`config.mk`:
```
export PLATFORM = sky130hd
export DESIGN_NAME = mac_dot_pipe
export DESIGN_NICKNAME = d
export VERILOG_FILES = /design/src/rtl/mac_pkg.sv /design/src/rtl/mac_dot_pipe_adder_tree.sv /design/src/rtl/mac_dot_pipe.sv
export SDC_FILE = /design/constraint.sdc
export NUM_CORES = 2
export LEC_CHECK = 0
export ABC_AREA = 1
export CAP_MARGIN = 20
export CORE_MARGIN = 2
export CORE_UTILIZATION = 45
export CTS_CLUSTER_SIZE = 20
export DETAILED_ROUTE_END_ITERATION = 7
export PLACE_DENSITY = 0.67
export SLEW_MARGIN = 0
export SYNTH_ARGS = -nofsm -noshare
export SYNTH_HDL_FRONTEND = slang
export SYNTH_SLANG_ARGS = --single-unit
```
`constraint.sdc`:
```
create_clock -name clk -period 3.2 [get_ports clk]
set_input_delay 0.64 -clock clk [delete_from_list [all_inputs] [get_ports clk]]
set_output_delay 0.64 -clock clk [all_outputs]
set_load 0.02 [all_outputs]
```
`src/rtl/mac_pkg.sv`:
```
// Shared definitions for the mac_dot_pipe multiply-accumulate pipeline.
// Holds the default widths, the S1 control payload type and the saturating add
// that the accumulator stage uses.
package mac_pkg;

    localparam int DATA_W_DEF = 16;
    localparam int LANES_DEF  = 4;
    localparam int ACC_W_DEF  = 40;
    localparam int LEN_W_DEF  = 8;

    // Working width of sat_add. Any ACC_W up to SAT_W-1 fits, so a sum of two
    // ACC_W-bit operands never wraps inside the (SAT_W+1)-bit adder.
    localparam int SAT_W = 64;
    localparam logic signed [SAT_W:0] SAT_ONE = {{SAT_W{1'b0}}, 1'b1};

    // Control fields that travel with each beat through S1 and S2.
    typedef struct packed {
        logic last;
        logic first;
        logic mode;
    } s1_ctrl_t;

    typedef struct packed {
        logic                    ovf;
        logic signed [SAT_W-1:0] val;
    } sat_res_t;

    // Adds two sign-extended operands and clamps the result to the signed
    // range of acc_w bits, flagging when the clamp was applied.
    function automatic sat_res_t sat_add(input logic signed [SAT_W-1:0] a,
                                         input logic signed [SAT_W-1:0] b,
                                         input int unsigned             acc_w);
        logic signed [SAT_W:0] sum;
        logic signed [SAT_W:0] hi;
        logic signed [SAT_W:0] lo;
        sat_res_t              r;
        sum   = {a[SAT_W-1], a} + {b[SAT_W-1], b};
        hi    = (SAT_ONE <<< (acc_w - 32'd1)) - SAT_ONE;
        lo    = -hi - SAT_ONE;
        r.ovf = 1'b0;
        r.val = sum[SAT_W-1:0];
        if (sum > hi) begin
            r.val = hi[SAT_W-1:0];
            r.ovf = 1'b1;
        end else if (sum < lo) begin
            r.val = lo[SAT_W-1:0];
            r.ovf = 1'b1;
        end
        return r;
    endfunction

endpackage

```
`src/rtl/mac_dot_pipe_adder_tree.sv`:
```
// mac_adder_tree: registered reduction of LANES signed inputs into one sum.
// Ports:
//   clk, rst_n  clock, async active-low reset
//   en          load the new sum (held otherwise)
//   in_data     LANES packed signed values, lane i at [i*IN_W +: IN_W]
//   sum         registered signed sum, IN_W+$clog2(LANES) bits
module mac_adder_tree #(
    parameter int LANES = 4,
    parameter int IN_W  = 32
) (
    input  logic                                     clk,
    input  logic                                     rst_n,
    input  logic                                     en,
    input  logic [LANES*IN_W-1:0]                    in_data,
    output logic signed [IN_W+$clog2(LANES)-1:0]     sum
);

    localparam int OUT_W = IN_W + $clog2(LANES);

    logic signed [OUT_W-1:0] sum_c;

    // The extra $clog2(LANES) bits absorb every possible carry, so the sum is exact.
    always_comb begin
        sum_c = '0;
        for (int i = 0; i < LANES; i++) begin
            sum_c = sum_c + OUT_W'($signed(in_data[i*IN_W +: IN_W]));
        end
    end

    always_ff @(posedge clk or negedge rst_n) begin
        if (!rst_n) begin
            sum <= '0;
        end else if (en) begin
            sum <= sum_c;
        end
    end

endmodule

```
`src/rtl/mac_dot_pipe.sv`:
```
// mac_dot_pipe: multi-lane fixed-point dot-product accumulator.
// S1 registers the LANES products, S2 reduces them, S3 accumulates with
// saturation across a vector of beats ending with last_in.
// Ports:
//   clk, rst_n           clock, async active-low reset
//   valid_in / in_ready  input beat handshake
//   last_in              final beat of the vector
//   mode_in, C_in        seed select (0: C_in, 1: zero) and seed, first beat only
//   TA_in, TB_in         packed signed operand lanes
//   res_out, res_beats,
//   error_flag           result, beat count, saturation flag (S3 registers)
//   res_valid/res_ready  result handshake; result held until accepted
//   load_valid           pulse the cycle after a first beat is accepted
//   store_valid          res_valid & res_ready
module mac_dot_pipe
    import mac_pkg::*;
#(
    parameter int DATA_W = DATA_W_DEF,
    parameter int LANES  = LANES_DEF,
    parameter int ACC_W  = ACC_W_DEF,
    parameter int LEN_W  = LEN_W_DEF
) (
    input  logic                       clk,
    input  logic                       rst_n,
    input  logic                       valid_in,
    output logic                       in_ready,
    input  logic                       last_in,
    input  logic                       mode_in,
    input  logic [ACC_W-1:0]           C_in,
    input  logic [LANES*DATA_W-1:0]    TA_in,
    input  logic [LANES*DATA_W-1:0]    TB_in,
    output logic [ACC_W-1:0]           res_out,
    output logic                       res_valid,
    input  logic                       res_ready,
    output logic [LEN_W-1:0]           res_beats,
    output logic                       error_flag,
    output logic                       load_valid,
    output logic                       store_valid
);

    localparam int PROD_W = 2 * DATA_W;
    localparam int SUM_W  = PROD_W + $clog2(LANES);

    logic stall;
    logic accept;
    logic first_pend;

    logic [LANES*PROD_W-1:0] prod_c;
    logic                    s1_v;
    s1_ctrl_t                s1_ctrl;
    logic [ACC_W-1:0]        s1_c;
    logic [LANES*PROD_W-1:0] s1_prod;

    logic                    s2_v;
    s1_ctrl_t                s2_ctrl;
    logic [ACC_W-1:0]        s2_c;
    logic signed [SUM_W-1:0] s2_sum;

    logic signed [ACC_W-1:0] acc;
    logic [LEN_W-1:0]        cnt;
    logic                    err;
    logic                    rv;

    logic signed [ACC_W-1:0] seed;
    sat_res_t                add_r;
    logic                    unused_hi;

    assign stall       = rv & ~res_ready;
    assign in_ready    = ~stall;
    assign accept      = valid_in & in_ready;
    assign store_valid = rv & res_ready;

    assign res_out    = acc;
    assign res_valid  = rv;
    assign res_beats  = cnt;
    assign error_flag = err;

    // Operands are widened before multiplying so the full product is kept.
    always_comb begin
        prod_c = '0;
        for (int i = 0; i < LANES; i++) begin
            prod_c[i*PROD_W +: PROD_W] = PROD_W'($signed(TA_in[i*DATA_W +: DATA_W]))
                                       * PROD_W'($signed(TB_in[i*DATA_W +: DATA_W]));
        end
    end

    // The next accepted beat opens a vector after reset or after a last beat.
    always_ff @(posedge clk or negedge rst_n) begin
        if (!rst_n) begin
            first_pend <= 1'b1;
            load_valid <= 1'b0;
        end else begin
            load_valid <= accept & first_pend;
            if (accept) begin
                first_pend <= last_in;
            end
        end
    end

    always_ff @(posedge clk or negedge rst_n) begin
        if (!rst_n) begin
            s1_v    <= 1'b0;
            s1_ctrl <= '0;
            s1_c    <= '0;
            s1_prod <= '0;
        end else if (!stall) begin
            s1_v <= accept;
            if (accept) begin
                s1_ctrl <= '{last: last_in, first: first_pend, mode: mode_in};
                s1_c    <= C_in;
                s1_prod <= prod_c;
            end
        end
    end

    mac_adder_tree #(
        .LANES (LANES),
        .IN_W  (PROD_W)
    ) u_tree (
        .clk     (clk),
        .rst_n   (rst_n),
        .en      (~stall & s1_v),
        .in_data (s1_prod),
        .sum     (s2_sum)
    );

    always_ff @(posedge clk or negedge rst_n) begin
        if (!rst_n) begin
            s2_v    <= 1'b0;
            s2_ctrl <= '0;
            s2_c    <= '0;
        end else if (!stall) begin
            s2_v <= s1_v;
            if (s1_v) begin
                s2_ctrl <= s1_ctrl;
                s2_c    <= s1_c;
            end
        end
    end

    always_comb begin
        seed = acc;
        if (s2_ctrl.first) begin
            seed = s2_ctrl.mode ? '0 : $signed(s2_c);
        end
        add_r = sat_add(SAT_W'(seed), SAT_W'(s2_sum), ACC_W);
    end

    // Clamped value bits above ACC_W are pure sign copies.
    assign unused_hi = ^add_r.val[SAT_W-1:ACC_W];

    // A store and the next vector's first beat may land in the same cycle:
    // the result is consumed while S3 already absorbs the new beat.
    always_ff @(posedge clk or negedge rst_n) begin
        if (!rst_n) begin
            acc <= '0;
            cnt <= '0;
            err <= 1'b0;
            rv  <= 1'b0;
        end else if (!stall) begin
            rv <= s2_v & s2_ctrl.last;
            if (s2_v) begin
                acc <= add_r.val[ACC_W-1:0];
                if (s2_ctrl.first) begin
                    err <= add_r.ovf;
                    cnt <= LEN_W'(1);
                end else begin
                    err <= err | add_r.ovf;
                    cnt <= (&cnt) ? cnt : cnt + LEN_W'(1);
                end
            end
        end
    end

endmodule

```
Word level (Yosys, flattened, before mapping)
Cells that the tools add are included.
{"block": "word_totals", "reg_bits": 302, "latchBits": 0, "ram_bits": 0, "mem_bits_ro": 0, "in_bits": 174, "out_inout_bits": 53, "n_memories": 0}
{"block": "classes", "add_sub_neg": 5, "multipliers": 4, "n_div": 0, "n_lt_le_gt_ge": 2, "eq_ne": 1, "n_shift": 0, "mux": 7, "n_bitwise": 9, "reduce_logical": 5}
{"op": "$mux 65", "count": 2}
{"op": "$mul 16x16->32", "count": 4}
{"op": "$mux 40", "count": 2}
{"op": "$add 40x34->41", "count": 1}
{"op": "$gt 41x40->1 const B", "count": 1}
{"op": "$lt 41x40->1 const B", "count": 1}
{"op": "$add 33x32->34", "count": 1}
{"op": "$add 34x32->34", "count": 1}
{"op": "$add 32x32->33", "count": 1}
{"op": "$mux 8", "count": 2}
{"op": "$add 8x1->8 const B", "count": 1}
{"op": "$reduce_and 8->1", "count": 1}
{"op": "$and 1x1->1", "count": 6}
{"op": "$reduce_and 2->1", "count": 3}
{"op": "$reduce_and 3->1", "count": 1}
{"op": "$ne 2x2->1 const B", "count": 1}
{"op": "$not 1->1", "count": 2}
{"op": "$mux 1", "count": 1}
{"op": "$or 1x1->1", "count": 1}

Depth between registers and ports, before layout
{"block": "depth", "word_depth": 8, "depth_mapped": 26}

Cells and area by module
Synthesis repeated with hierarchy kept, for this count alone.
{"block": "unflattened", "cells_unflattened": 8014, "hier_area_um2": 60774.5}
{"mod": "mac_dot_pipe", "n_inst": 1, "cells_per_inst": 7138, "area_each_um2": 55124.1, "seq_area_each_um2": 6707.7}
{"mod": "mac_adder_tree", "n_inst": 1, "cells_per_inst": 876, "area_each_um2": 5650.4, "seq_area_each_um2": 850.8}

Worst setup path before layout
Ideal clock, no wire load.
{"block": "synth_path", "path_type": "input to register", "start": "input port TB_in[53]", "end": "register s1_prod[123]", "setup_time_ps": 118, "t_arrival_ps": 5908, "setup_slack_ps": -2826, "stages": 21, "path_cell_list": "clkbuf_1 clkbuf_1 nand2_1 fa_1 inv_1 fa_1 fa_1 fa_1 fa_1 inv_1 fa_1 inv_1 ha_1 a21oi_1 o21ai_0 a21oi_1 nand3_1 a21o_1 or2_2 nand3_1 nand2_1"}
{"block": "synth_between", "elab_chain_len": 1}
{"element": "start, declared", "line_no": "mac_dot_pipe.sv:31", "rtl": "input logic [LANES*DATA_W-1:0] TB_in,"}
{"element": "$mul 16x16->32", "line_no": "mac_dot_pipe.sv:83", "rtl": "* PROD_W'($signed(TB_in[i*DATA_W +: DATA_W]));"}
{"element": "end signal, assigned", "line_no": "mac_dot_pipe.sv:111", "rtl": "s1_prod <= prod_c;"}
{"element": "end, declared", "line_no": "mac_dot_pipe.sv:52", "rtl": "logic [LANES*PROD_W-1:0] s1_prod;"}
Every way passes these cells.
A chain may end at the register's enable or synchronous reset.

Worst setup path in the final report
{"block": "layout_path", "start": "input port TB_in[18]", "end": "register s1_prod[63]"}
The elaborated chain is that of the path after synthesis.

==> run summary <==
STA
• setup repair after global routing missed its margin: yes
• clock period minus worst slack: 5360 ps
• final setup skew: 34.5 ps
• final worst-path setup slack: -2160 ps
• Sum Neg Setup Slack: -188,830 ps
• number of setup violations in the final report: 113
• final worst path period share: 1.68
• worst relative slew slack: 0.495
• worst-margin pin slew: 758 ps
• max frequency: 186 MHz
• Pins Over Slew Limit: 0
• Final Hold Vio Count: 0

Clocking
• clock tree from TritonCTS: done
• clock transition at the registers of the reported paths: 60 ps
• Clk Latency, worst-skew pair: 580 ps
• H-tree depth: 2
• Hold-fix buffers, CTS: 0
• number of clock sinks: 302
• cell at the root of the clock tree: clkbuf_16
• number of clock buffers inserted by TritonCTS: 37
• buffer levels on the longest clock path: 3

Worst setup path
• critical-path cell with the highest stage delay: fa_2
• category of the most critical setup path: input port to flip-flop
• number of cell instances on the worst register-to-register path: 16
• worst setup path startpoint: TB_in[18]
• Critical Path RT: 3690 ps
• startpoint of the worst register-to-register path: s1_prod[65]
• Critical Path Sink: s1_prod[63]
• register-to-register setup slack: -80 ps
• critical path fanouts, max: 7
• capture point of the worst reg-to-reg path: u_tree.sum[27]
• chain of cells forming the critical path: buf_6 > buf_8 > nand2_4 > inv_4 > fa_2 > buf_12 > fa_2 > buf_12 > fa_2 > fa_1 > inv_1 > fa_1 > fa_1 > inv_2 > ha_4 > buf_4 > a21oi_2 > o31ai_1 > a21oi_1 > o21ai_1 > nor2_2 > or2_4 > nand3_2 > nand2_1
• Arr. time, crit path: 5850 ps
• slowest stage delay, CP: 620 ps
• Critical Path End Type: flip-flop
• critical path startpoint category: input port

Synth
• leading register cell type out of synthesis: dfrtp_1
• sequential share of the synthesized area: 0.127
• synthesized instance count: 7,582
• top-area cell type share of the netlist area: 0.375
• syn_area_per_cell: 7.84 sq um
• most instantiated cells after synthesis: inv_1 (1,982), nand2_1 (1,926), fa_1 (1,114)
• number of enable-type register cells in the synthesized netlist: 0
• fraction of synthesis flops using an asynchronous set or reset pin: 1.00
• library cell occupying the most area in the post-synthesis netlist: fa_1
• count of state elements after synthesis: 302
• synth unique cells: 50
• leading cell types by total area after synthesis: fa_1 (38%), dfrtp_1 (13%), inv_1 (13%), nand2_1 (12%), ha_1 (8.5%)
• Post-Syn Area: 59,400 sq um
• number of synthesis warnings: 0
• count leader, synth: inv_1
• net count after synthesis: 9,272

GRT
• global-route usage over all layers: 0.271
• GRT overflow: 0
• wire length of the first global-routing pass: 296,000 um
• initial antenna violation count: 0
• maximum number of pins on one net before global-route repair: 163
• number of global-route vias before repair: 57,300

Layout
• proportion of layout cells with a drive suffix above 1: 0.369
• growth of design area from synthesis to finish: 44.7%
• nets@finish: 10,600

Die
• area of the die: 135,000 sq um
• DIE WIDTH: 367 um
• core box area: 131,000 sq um
• number of core rows: 133
• Initial Utilization: 0.453
• io pins: 227
• DIE HEIGHT: 367 um

Min path
• worst min path class: input port to async pin

Routing
• length of the first detailed-routing pass in iterations: 6
• # DRC: 0
• Via density: 5.05
• Antenna Violating Nets Remaining: 0
• Avg WL per Cell: 17.6 um
• violation count after the first detailed-route iteration: 3,532
• total via count after detailed routing: 53,800
• total detailed-routing wirelength: 187,000 um

Flow run
• total of max-cap violations: 0

Placed design
• RD Place Congestion: 0.975
• post-DP HPWL: 140,000 um
• buffers added on ports: 226

Status
• violated checks: setup timing
• run status: complete, but fails checks

-- worst min-delay path by stage --
| stage | start | end | slack, ps |
|---|---|---|---|
| after floorplan | rst_n | error_flag | 340 |
| after global placement | s2_v | res_valid | 460 |
| after detailed placement | s2_v | res_valid | 470 |
| after CTS | rst_n | s2_c[11] | 30 |
| after global routing | rst_n | s2_c[11] | 60 |
| final | rst_n | s2_c[11] | 20 |
-- timing repair --
action | 4_1_cts | 5_1_grt
setup buffers | 312 | 180
resized for setup | 1730 | 1102
endpoints found under the setup margin | 147 | 178
endpoints found under the hold margin | 0 | 0
pin swaps | 655 | 767
gates cloned | 34 | 7
-- layout make-up --
cell class	count	area [sq um]
Multi-Input combinational cell	4986	51900
Clock buffer	52	1080
Fill cell	10100	45300
Timing Repair Buffer	1553	15500
Tap cell	1755	2200
Antenna cell	1	2.50
Clock inverter	16	228
Sequential cell	302	7570
Inverter	1989	7540
-- cells in the final DEF, fill, tap and decap left out, types with 86 or more instances in the layout --
master,synthesis,layout
clkdlybuf4s50_1,0,101
nand3_2,4,86
nand2_4,0,133
buf_12,1,101
dfrtp_1,301,291
nor2_1,322,209
inv_1,1982,1640
ha_1,402,209
fa_2,0,143
fa_1,1114,971
nand2_1,1926,1528
inv_2,6,322
ha_4,0,170
a21oi_2,4,86
buf_4,0,858
o21ai_0,270,155
nand2_2,10,262
buf_6,1,373
-- registers in the layout (all words and copies together) (netlist names) --
register    count
s2_v            1
res_out        40
s1_prod       128
load_valid      1
first_pend      1
s2_ctrl         3
s1_ctrl         3
s1_c           40
s1_v            1
res_valid       1
u_tree.sum     34
s2_c           40
error_flag      1
res_beats       8
-- stage by stage --
step	util	setup slack, ps	instances	hold slack, ps	cell area [sq um]
6_report	0.655	-2160	10700	21.9	86000
3_5_place_dp	0.551	-3280	10100	468	72300
4_1_cts	0.618	-2120	10500	25.2	81100
5_1_grt	0.655	-2320	10700	61.8	86000
3_3_place_gp	0.551	-3320	10100	464	72300
2_1_floorplan	-	-2300	7582	344	63500
-- worst max-delay path: cells and delay by family --
| kind | cells | cell delay [ps] |
|---|---|---|
| adder cells (fa/ha/maj) | 7 | 3360 |
| buffers and inverters | 8 | 810 |
| AND/OR/NAND/NOR | 5 | 530 |
| AO/OA/AOI/OAI | 4 | 500 |
-- metal layers --
layer  share of wire  GRT usage
met5               0          0
met4           0.031     0.0704
met3           0.056     0.0296
met2            0.51      0.473
met1            0.40      0.357
-- cells by family (layout without fill, tap and decap cells) --
group / after synthesis / in the layout / synth area share
AO/OA/AOI/OAI: 704 / 704 / 0.0692
XOR/XNOR: 129 / 129 / 0.0190
adder cells (fa/ha/maj): 1516 / 1516 / 0.460
buffers and inverters: 2294 / 3610 / 0.145
flip-flops: 302 / 302 / 0.127
other: 0 / 1 / 0
AND/OR/NAND/NOR: 2637 / 2637 / 0.179
Power is left out: the tool's default activity adds up to more than one toggle a clock period on the data nets, which glitch-free logic cannot reach.
